**src/rtl/pwm_fade_pkg.sv**
```systemverilog
// Shared types and constants for the PWM duty-cycle fade sequencer.
package pwm_fade_pkg;

    localparam int unsigned DUTY_W     = 8;
    localparam int unsigned DEF_DIV_W  = 16;
    localparam int unsigned DEF_STEP_W = 4;

    typedef enum logic {
        IDLE = 1'b0,
        RAMP = 1'b1
    } state_t;

endpackage

```
**src/rtl/pwm_fade_tick.sv**
```systemverilog
// Rate divider: while enabled, emits one tick every reload+1 clocks.
module pwm_fade_tick
    import pwm_fade_pkg::*;
#(
    parameter int unsigned DIV_W = DEF_DIV_W
) (
    input  logic             clk,
    input  logic             rst_n,
    input  logic             clear,
    input  logic             enable,
    input  logic [DIV_W-1:0] reload,
    output logic             tick_c
);

    logic [DIV_W-1:0] count;

    assign tick_c = enable && (count == reload);

    always_ff @(posedge clk) begin
        if (!rst_n) begin
            count <= '0;
        end else if (clear) begin
            count <= '0;
        end else if (enable) begin
            count <= tick_c ? '0 : count + DIV_W'(1);
        end
    end

endmodule

```
**src/rtl/pwm_fade_sequencer.sv**
```systemverilog
// Ramps the PWM duty cycle toward a commanded target in steps paced by a
// programmable divider; supports abort (freeze) and mid-ramp retarget.
module pwm_fade_sequencer
    import pwm_fade_pkg::*;
#(
    parameter int unsigned DIV_W  = DEF_DIV_W,
    parameter int unsigned STEP_W = DEF_STEP_W
) (
    input  logic              clk,
    input  logic              rst_n,
    input  logic [DUTY_W-1:0] cfg_target,
    input  logic [STEP_W-1:0] cfg_step,
    input  logic [DIV_W-1:0]  cfg_div,
    input  logic              cfg_start,
    input  logic              cfg_abort,
    output logic [DUTY_W-1:0] duty_cycle,
    output logic              busy,
    output logic              done
);

    localparam int unsigned EXT_W = DUTY_W + 1;

    state_t            state, state_nxt;
    logic [DUTY_W-1:0] target_q, target_nxt;
    logic [STEP_W-1:0] step_q, step_nxt;
    logic [DIV_W-1:0]  div_q, div_nxt;
    logic [DUTY_W-1:0] duty_nxt;
    logic              busy_nxt;
    logic              done_arm, done_arm_nxt;
    logic              done_nxt;

    logic              start_c;
    logic              tick_c;
    logic [EXT_W-1:0]  up_sum_c;
    logic [EXT_W-1:0]  dn_diff_c;
    logic [DUTY_W-1:0] stepped_c;

    // Abort always wins over a coincident start.
    assign start_c = cfg_start && !cfg_abort;

    pwm_fade_tick #(
        .DIV_W (DIV_W)
    ) u_tick (
        .clk    (clk),
        .rst_n  (rst_n),
        .clear  (start_c),
        .enable (state == RAMP),
        .reload (div_q),
        .tick_c (tick_c)
    );

    // Next duty value, clamped at the target; 9-bit math prevents wrap.
    always_comb begin
        up_sum_c  = EXT_W'(duty_cycle) + EXT_W'(step_q);
        dn_diff_c = EXT_W'(duty_cycle) - EXT_W'(step_q);
        stepped_c = target_q;
        if (target_q > duty_cycle) begin
            if (up_sum_c < EXT_W'(target_q)) begin
                stepped_c = up_sum_c[DUTY_W-1:0];
            end
        end else begin
            if (!dn_diff_c[DUTY_W] && (dn_diff_c > EXT_W'(target_q))) begin
                stepped_c = dn_diff_c[DUTY_W-1:0];
            end
        end
    end

    always_comb begin
        state_nxt    = state;
        target_nxt   = target_q;
        step_nxt     = step_q;
        div_nxt      = div_q;
        duty_nxt     = duty_cycle;
        busy_nxt     = busy;
        done_arm_nxt = 1'b0;
        done_nxt     = done_arm;

        if (start_c) begin
            target_nxt = cfg_target;
            step_nxt   = (cfg_step == '0) ? STEP_W'(1) : cfg_step;
            div_nxt    = cfg_div;
            if (cfg_target != duty_cycle) begin
                state_nxt = RAMP;
                busy_nxt  = 1'b1;
            end else begin
                state_nxt    = IDLE;
                busy_nxt     = 1'b0;
                done_arm_nxt = 1'b1;
            end
        end else begin
            case (state)
                RAMP: begin
                    if (cfg_abort) begin
                        state_nxt = IDLE;
                        busy_nxt  = 1'b0;
                    end else if (tick_c) begin
                        duty_nxt = stepped_c;
                        if (stepped_c == target_q) begin
                            state_nxt    = IDLE;
                            busy_nxt     = 1'b0;
                            done_arm_nxt = 1'b1;
                        end
                    end
                end
                default: begin
                    state_nxt = IDLE;
                end
            endcase
        end
    end

    always_ff @(posedge clk) begin
        if (!rst_n) begin
            state      <= IDLE;
            target_q   <= '0;
            step_q     <= '0;
            div_q      <= '0;
            duty_cycle <= '0;
            busy       <= 1'b0;
            done_arm   <= 1'b0;
            done       <= 1'b0;
        end else begin
            state      <= state_nxt;
            target_q   <= target_nxt;
            step_q     <= step_nxt;
            div_q      <= div_nxt;
            duty_cycle <= duty_nxt;
            busy       <= busy_nxt;
            done_arm   <= done_arm_nxt;
            done       <= done_nxt;
        end
    end

endmodule

```
**config.mk**
```make
export PLATFORM = sky130hd
export DESIGN_NAME = pwm_fade_sequencer
export DESIGN_NICKNAME = d
export VERILOG_FILES = /design/src/rtl/pwm_fade_pkg.sv /design/src/rtl/pwm_fade_tick.sv /design/src/rtl/pwm_fade_sequencer.sv
export SDC_FILE = /design/constraint.sdc
export NUM_CORES = 1
export LEC_CHECK = 0
export ABC_CLOCK_PERIOD_IN_PS = 4630
export CORE_MARGIN = 4
export CORE_UTILIZATION = 25
export CTS_CLUSTER_DIAMETER = 60
export DETAILED_ROUTE_END_ITERATION = 6
export GPL_ROUTABILITY_DRIVEN = 0
export PLACE_DENSITY_LB_ADDON = 0.3
export SLEW_MARGIN = 25
export SYNTH_ARGS = -nofsm -noshare
export SYNTH_HDL_FRONTEND = slang
export SYNTH_SLANG_ARGS = --single-unit
```
**constraint.sdc**
```tcl
create_clock -name clk -period 4.63 [get_ports clk]
set_input_delay 1.1575 -clock clk [delete_from_list [all_inputs] [get_ports clk]]
set_output_delay 1.1575 -clock clk [all_outputs]
set_load 0.01 [all_outputs]
```
=== After elaboration in Yosys (flattened, before gate mapping) ===
Index checks and enable logic that the tools add are counted.

* Reduce and logical (&&, ||, !) cells: 12
* Order comparisons: 3
* Add/sub/neg operators: 3
* Bitwise logic cells: 3
* Equality and inequality tests: 3
* Multiplexer cells: 22

{| class="wikitable"
|+ Operators with widths
! operator !! number
|-
| 8-bit 2-to-1 mux || 3
|-
| 1-bit 2-to-1 mux || 17
|-
| 16-bit by 1-bit adder with 16-bit output, second input constant || 1
|-
| 16-bit equality test || 1
|-
| 16-bit 2-to-1 mux || 1
|-
| 8-bit by 4-bit adder with 9-bit output || 1
|-
| 9-bit by 8-bit greater-than comparator with 1-bit output || 1
|-
| 9-bit by 8-bit less-than comparator with 1-bit output || 1
|-
| 8-bit by 4-bit subtractor with 9-bit output || 1
|-
| 8-bit equality test || 1
|-
| 8-bit greater-than comparator || 1
|-
| 8-bit != test || 1
|-
| 3-bit nonzero test || 2
|-
| 4-bit zero test || 1
|-
| 4-bit 2-to-1 mux || 1
|-
| 4-bit AND reduction || 1
|-
| 1-bit logical AND || 3
|-
| 1-bit NOT || 3
|-
| 3-bit AND reduction || 1
|-
| 1-bit zero test || 2
|-
| 2-bit nonzero test || 1
|-
| 2-bit OR reduction || 1
|}

* Register bits after elaboration: 56
* Input port bits: 32
* Word-level logic and storage cells: 55

=== Logic depth before layout (Yosys ltp) ===
* Depth after elaboration: 11
* Gate-level depth with buffers: 15

=== By module ===
Synthesis repeated with hierarchy kept, for this count alone.

* Cells, all modules: 493
* Area, all modules: 4170.2 µm²

{| class="wikitable"
|+ Modules (own cells, without submodules)
! module !! area each (µm²) !! cells each !! instances
|-
| pwm_fade_sequencer || 3223.1 || 386 || 1
|-
| pwm_fade_tick || 947.2 || 107 || 1
|}

=== Worst setup path before layout ===
OpenSTA, ideal clock, no wires.

* Kind: reg2reg
* Start: register duty_cycle[2]
* End: register duty_cycle[0]
* Buffers on the path: 1
* Arrival time: 3.204 ns
* Setup slack: 1.309 ns
* Stages on the path, launching flop included: 14
* Library setup time: 0.117 ns
* Cell sequence: dfxtp_1 > ha_1 > buf_6 > or3b_2 > and3_1 > xor2_1 > ha_1 > a21o_1 > a21oi_1 > a21o_1 > o211ai_1 > mux2i_1 > mux2i_1 > a22o_1

* Longest elaborated chain between the ends: 5
* Elaborated cells on any way between the ends: 10

{| class="wikitable"
|+ Ends and longest elaborated chain
! item !! line !! RTL
|-
| from (decl) || pwm_fade_sequencer.sv:16 || <nowiki>output logic [DUTY_W-1:0] duty_cycle,</nowiki>
|-
| from (signal assigned) || pwm_fade_sequencer.sv:127 || <nowiki>duty_cycle <= duty_nxt;</nowiki>
|-
| 8-bit by 4-bit subtractor with 9-bit output || pwm_fade_sequencer.sv:55 || <nowiki>dn_diff_c = EXT_W'(duty_cycle) - EXT_W'(step_q);</nowiki>
|-
| 9-bit by 8-bit greater-than comparator with 1-bit output / 1-bit zero test (equally long branches) || pwm_fade_sequencer.sv:62 || <nowiki>if (!dn_diff_c[DUTY_W] && (dn_diff_c > EXT_W'(target_q))) begin</nowiki>
|-
| 1-bit logical AND || pwm_fade_sequencer.sv:62 ||
|-
| 8-bit 2-to-1 mux || pwm_fade_sequencer.sv:62 ||
|-
| 8-bit 2-to-1 mux (*) || pwm_fade_sequencer.sv:57 || <nowiki>if (target_q > duty_cycle) begin</nowiki>
|}

Every way passes the cells marked *; elsewhere a longest branch is shown, timed or not.
A chain may end at the register's enable or synchronous reset.

=== Worst setup path after layout ===
* Start: register duty_cycle[0]
* End: register duty_cycle[0]

Same word-level chain as after synthesis.

==> flow_metrics.tcl <==
set metrics [dict create \
    reg2reg_depth 15 \
    combPwrFrac 0.236 \
    coreArea_um2 14600 \
    finalHoldViolCount 0 \
    yosysMostFrequentCell "nand2_1" \
    grt_pass1_vias 3334 \
    seq_power_share 0.425 \
    p_switching_uw 371 \
    slowest_stage "mux2i_1" \
    layout.nets 548 \
    drc 0 \
    finalCritPeriodShare 0.840 \
    min_from "done_arm" \
    cts_resized 0 \
    grt_max_degree 37 \
    wirelength_mm 10.2 \
    grt_pass1_wl_mm 16.8 \
    hold_class "register to register" \
    ir_worst_vdd_uv 146 \
    multiInputGateArea_um2 2480 \
    powerDensity_nw_per_um2 266 \
    synth_flop_cell "dfxtp_1" \
    htreeDepth 2 \
    internal_power_uw 829 \
    yosysWarnings 0 \
    avgRoutedWirePerCell_um 15.3 \
    cts_tree "yes" \
    syn_area_um2 3770 \
    synth-seq-cells 56 \
    maxCapViolations 0 \
    setup-violations-final 0 \
    final-seq-area_um2 1120 \
    viasPerCell 4.69 \
    portBuffers 41 \
    drtIter0Drc 131 \
    syn_area_per_cell_um2 8.37 \
    fillCellCount 1572 \
    p_leak_uw 0.00163 \
    clock_power_share 0.339 \
    vias 3131 \
    clock-skew-final_ns 0.00912 \
    met3_length_um 497 \
    critPathKind "register to register" \
    ys_types 52 \
    ios 42 \
    rr_endpoint "duty_cycle[0]" \
    ant_nets 0 \
    antenna_found_initial 0 \
    wl_met1_mm 4.58 \
    fp-row-count 44 \
    setup_tns_ns 0 \
    yosys.area.top_type "dfxtp_1" \
    initial_core_util 0.258 \
    ctsHoldBuffers 0 \
    cp-start-kind "register" \
    finalCriticalPeriod_ns 3.89 \
    worst_ep_arrival_time_ns 4.10 \
    max_freq_mhz 257 \
    synthTopCellsByCount "nand2_1 (76), dfxtp_1 (56), xnor2_1 (50)" \
    post_cts_buffers 0 \
    holdPathStages 1 \
    status "finished, final reports clean" \
    syn_nets 517 \
    r2r_slack_ns 0.74 \
    hpwl_mm 7.75 \
    synth_enable_flop_cells 0 \
    cp_max_fo 8 \
    max_slew_margin 0.325 \
    dieArea_um2 17100 \
    area_growth_pct 19.4 \
    swShare 0.309 \
    drive_above_1_share 0.0435 \
    synthTopCellsByArea "dfxtp_1 (30%), xnor2_1 (12%), ha_1 (11%)" \
    drtPass1Iterations 4 \
    ys_seq_area_frac 0.297 \
    cts_buffer_depth 2 \
    cp_slowest_stage_delay_ns 0.72 \
    topRoutingLayerUsed "met4" \
    cp_data_required_time_ns 4.84 \
    insertion_delay_ns 0.31 \
    whs_endpoint "done" \
    synth_top_cell_area_share 0.297 \
    grt-ovfl-total 0 \
    die_w_um 131 \
    cts_made_buffers 5 \
    reg2reg_from "duty_cycle[0]" \
    rsz0062_at_grt "false" \
    ys_async_sr_fraction 0 \
    clkSlewWorstSetupHoldPaths_ns 0.08 \
    dr_wl_met2_mm 4.84 \
    clockRootBuffer "clkbuf_16" \
    finalMaxSlewViolations 0 \
    track_usage 0.124 \
    diodes 0 \
    endpoint_kind "register" \
    netlist_instances 451 \
    die_h_um 131 \
    post-route-worst-setup-slack_ns 0.740 \
    pre_cts_slack_ns 0.780 \
    worstMarginPinSlew_ns 1.01 \
    crit_chain "inv_1, ha_1, inv_1, fa_1, a21o_4, a21oi_1, xnor2_1, ha_1, and4_1, a221oi_1, o21ai_0, nand2_1, mux2i_1, mux2i_1, a22o_1" \
    clock_sinks 56 \
]
==> per-stage QoR <==
| stage | utilization | hold slack [ns] | total power [µW] | instance area (µm²) | instances |
|---|---|---|---|---|---|
| final | 0.308 | 0.447 | 1200 | 4510 | 667 |
| after global routing | 0.308 | 0.493 | 1260 | 4510 | 667 |
| after CTS | 0.308 | 0.456 | 1210 | 4510 | 667 |
| after detailed placement | 0.298 | 0.437 | 803 | 4360 | 659 |
| after global placement | 0.298 | 0.427 | 802 | 4360 | 659 |
| after floorplan | - | 0.412 | 708 | 3770 | 451 |
==> worst max path at each step <==
stage / slack (ns) / to / startpoint
finish: 0.74 / duty_cycle[0] / duty_cycle[0]
global route: 0.51 / duty_cycle[0] / duty_cycle[0]
CTS: 0.76 / duty_cycle[0] / duty_cycle[0]
detailed placement: 0.78 / duty_cycle[0] / duty_cycle[1]
global placement: 0.87 / duty_cycle[0] / duty_cycle[0]
floorplan: 1.31 / duty_cycle[0] / duty_cycle[2]
==> critical path, delay by kind of cell (launching register included) <==
kind	cells	cell delay (ns)
flip-flops	1	0.38
AO/OA/AOI/OAI	5	0.97
buffers and inverters	2	0.14
XOR/XNOR	1	0.17
adder cells (fa/ha/maj)	3	0.93
AND/OR/NAND/NOR	2	0.29
multiplexers	2	0.88
==> state kept, by name, summed over array words and instances, names as in the netlist, 4 cells and up <==
name,count
div_q,16
step_q,4
duty_cycle,8
u_tick.count,16
target_q,8
==> power groups by stage <==
stage	Sequential, µW	Combinational, µW	Clock [µW]
3_5_place_dp	522	281	0
3_3_place_gp	521	281	0
6_report	510	284	407
4_1_cts	510	284	415
2_1_floorplan	516	192	0
5_1_grt	513	313	433
==> cells by family (layout without fill, tap and decap cells) <==
| kind of cell | after synthesis | after routing | synth area share |
|---|---|---|---|
| and+or+nand+nor | 159 | 159 | 0.196 |
| adders and majority gates | 34 | 34 | 0.117 |
| xor gates and xnor gates | 68 | 68 | 0.169 |
| muxes | 3 | 3 | 0.00829 |
| buffers and inverters | 44 | 76 | 0.0457 |
| AOI/OAI and AO/OA | 87 | 87 | 0.168 |
| DFF | 56 | 56 | 0.297 |
==> per-layer routing <==
metal / vias to the layer above / global-route usage
li1: 1600 / -
met5: - / 0
met1: 1432 / 0.157
met2: 79 / 0.213
met3: 20 / 0.0224
met4: 0 / 0.0442
==> cell usage in the layout, fill, tap and decap left out, types with 2 or more instances in the layout <==
cell,count
or2_2,2
clkbuf_16,5
a21o_1,4
dfxtp_1,56
a21boi_0,28
xnor3_1,3
xor2_1,15
clkdlybuf4s50_1,41
and2_1,3
nor2_1,29
mux2i_1,2
nand4_1,11
nor3_1,3
o22ai_1,3
o21ai_0,15
nor2b_1,2
a21oi_1,12
inv_1,24
o221ai_1,7
and3_1,3
nand2_1,76
o31a_1,2
or4_1,2
o211ai_1,3
fa_1,2
ha_1,32
nand2b_1,4
xnor2_1,50
nand3_1,14
buf_4,3
==> layout make-up <==
cell class,count,share of cell area
Multi-Input combinational cell,351,0.551
Sequential cell,56,0.249
Timing Repair Buffer,44,0.0961
Tap cell,184,0.0511
Clock buffer,5,0.0278
Inverter,24,0.0200
Clock inverter,3,0.00500
No activity file was read; power rests on OpenSTA's default activity.
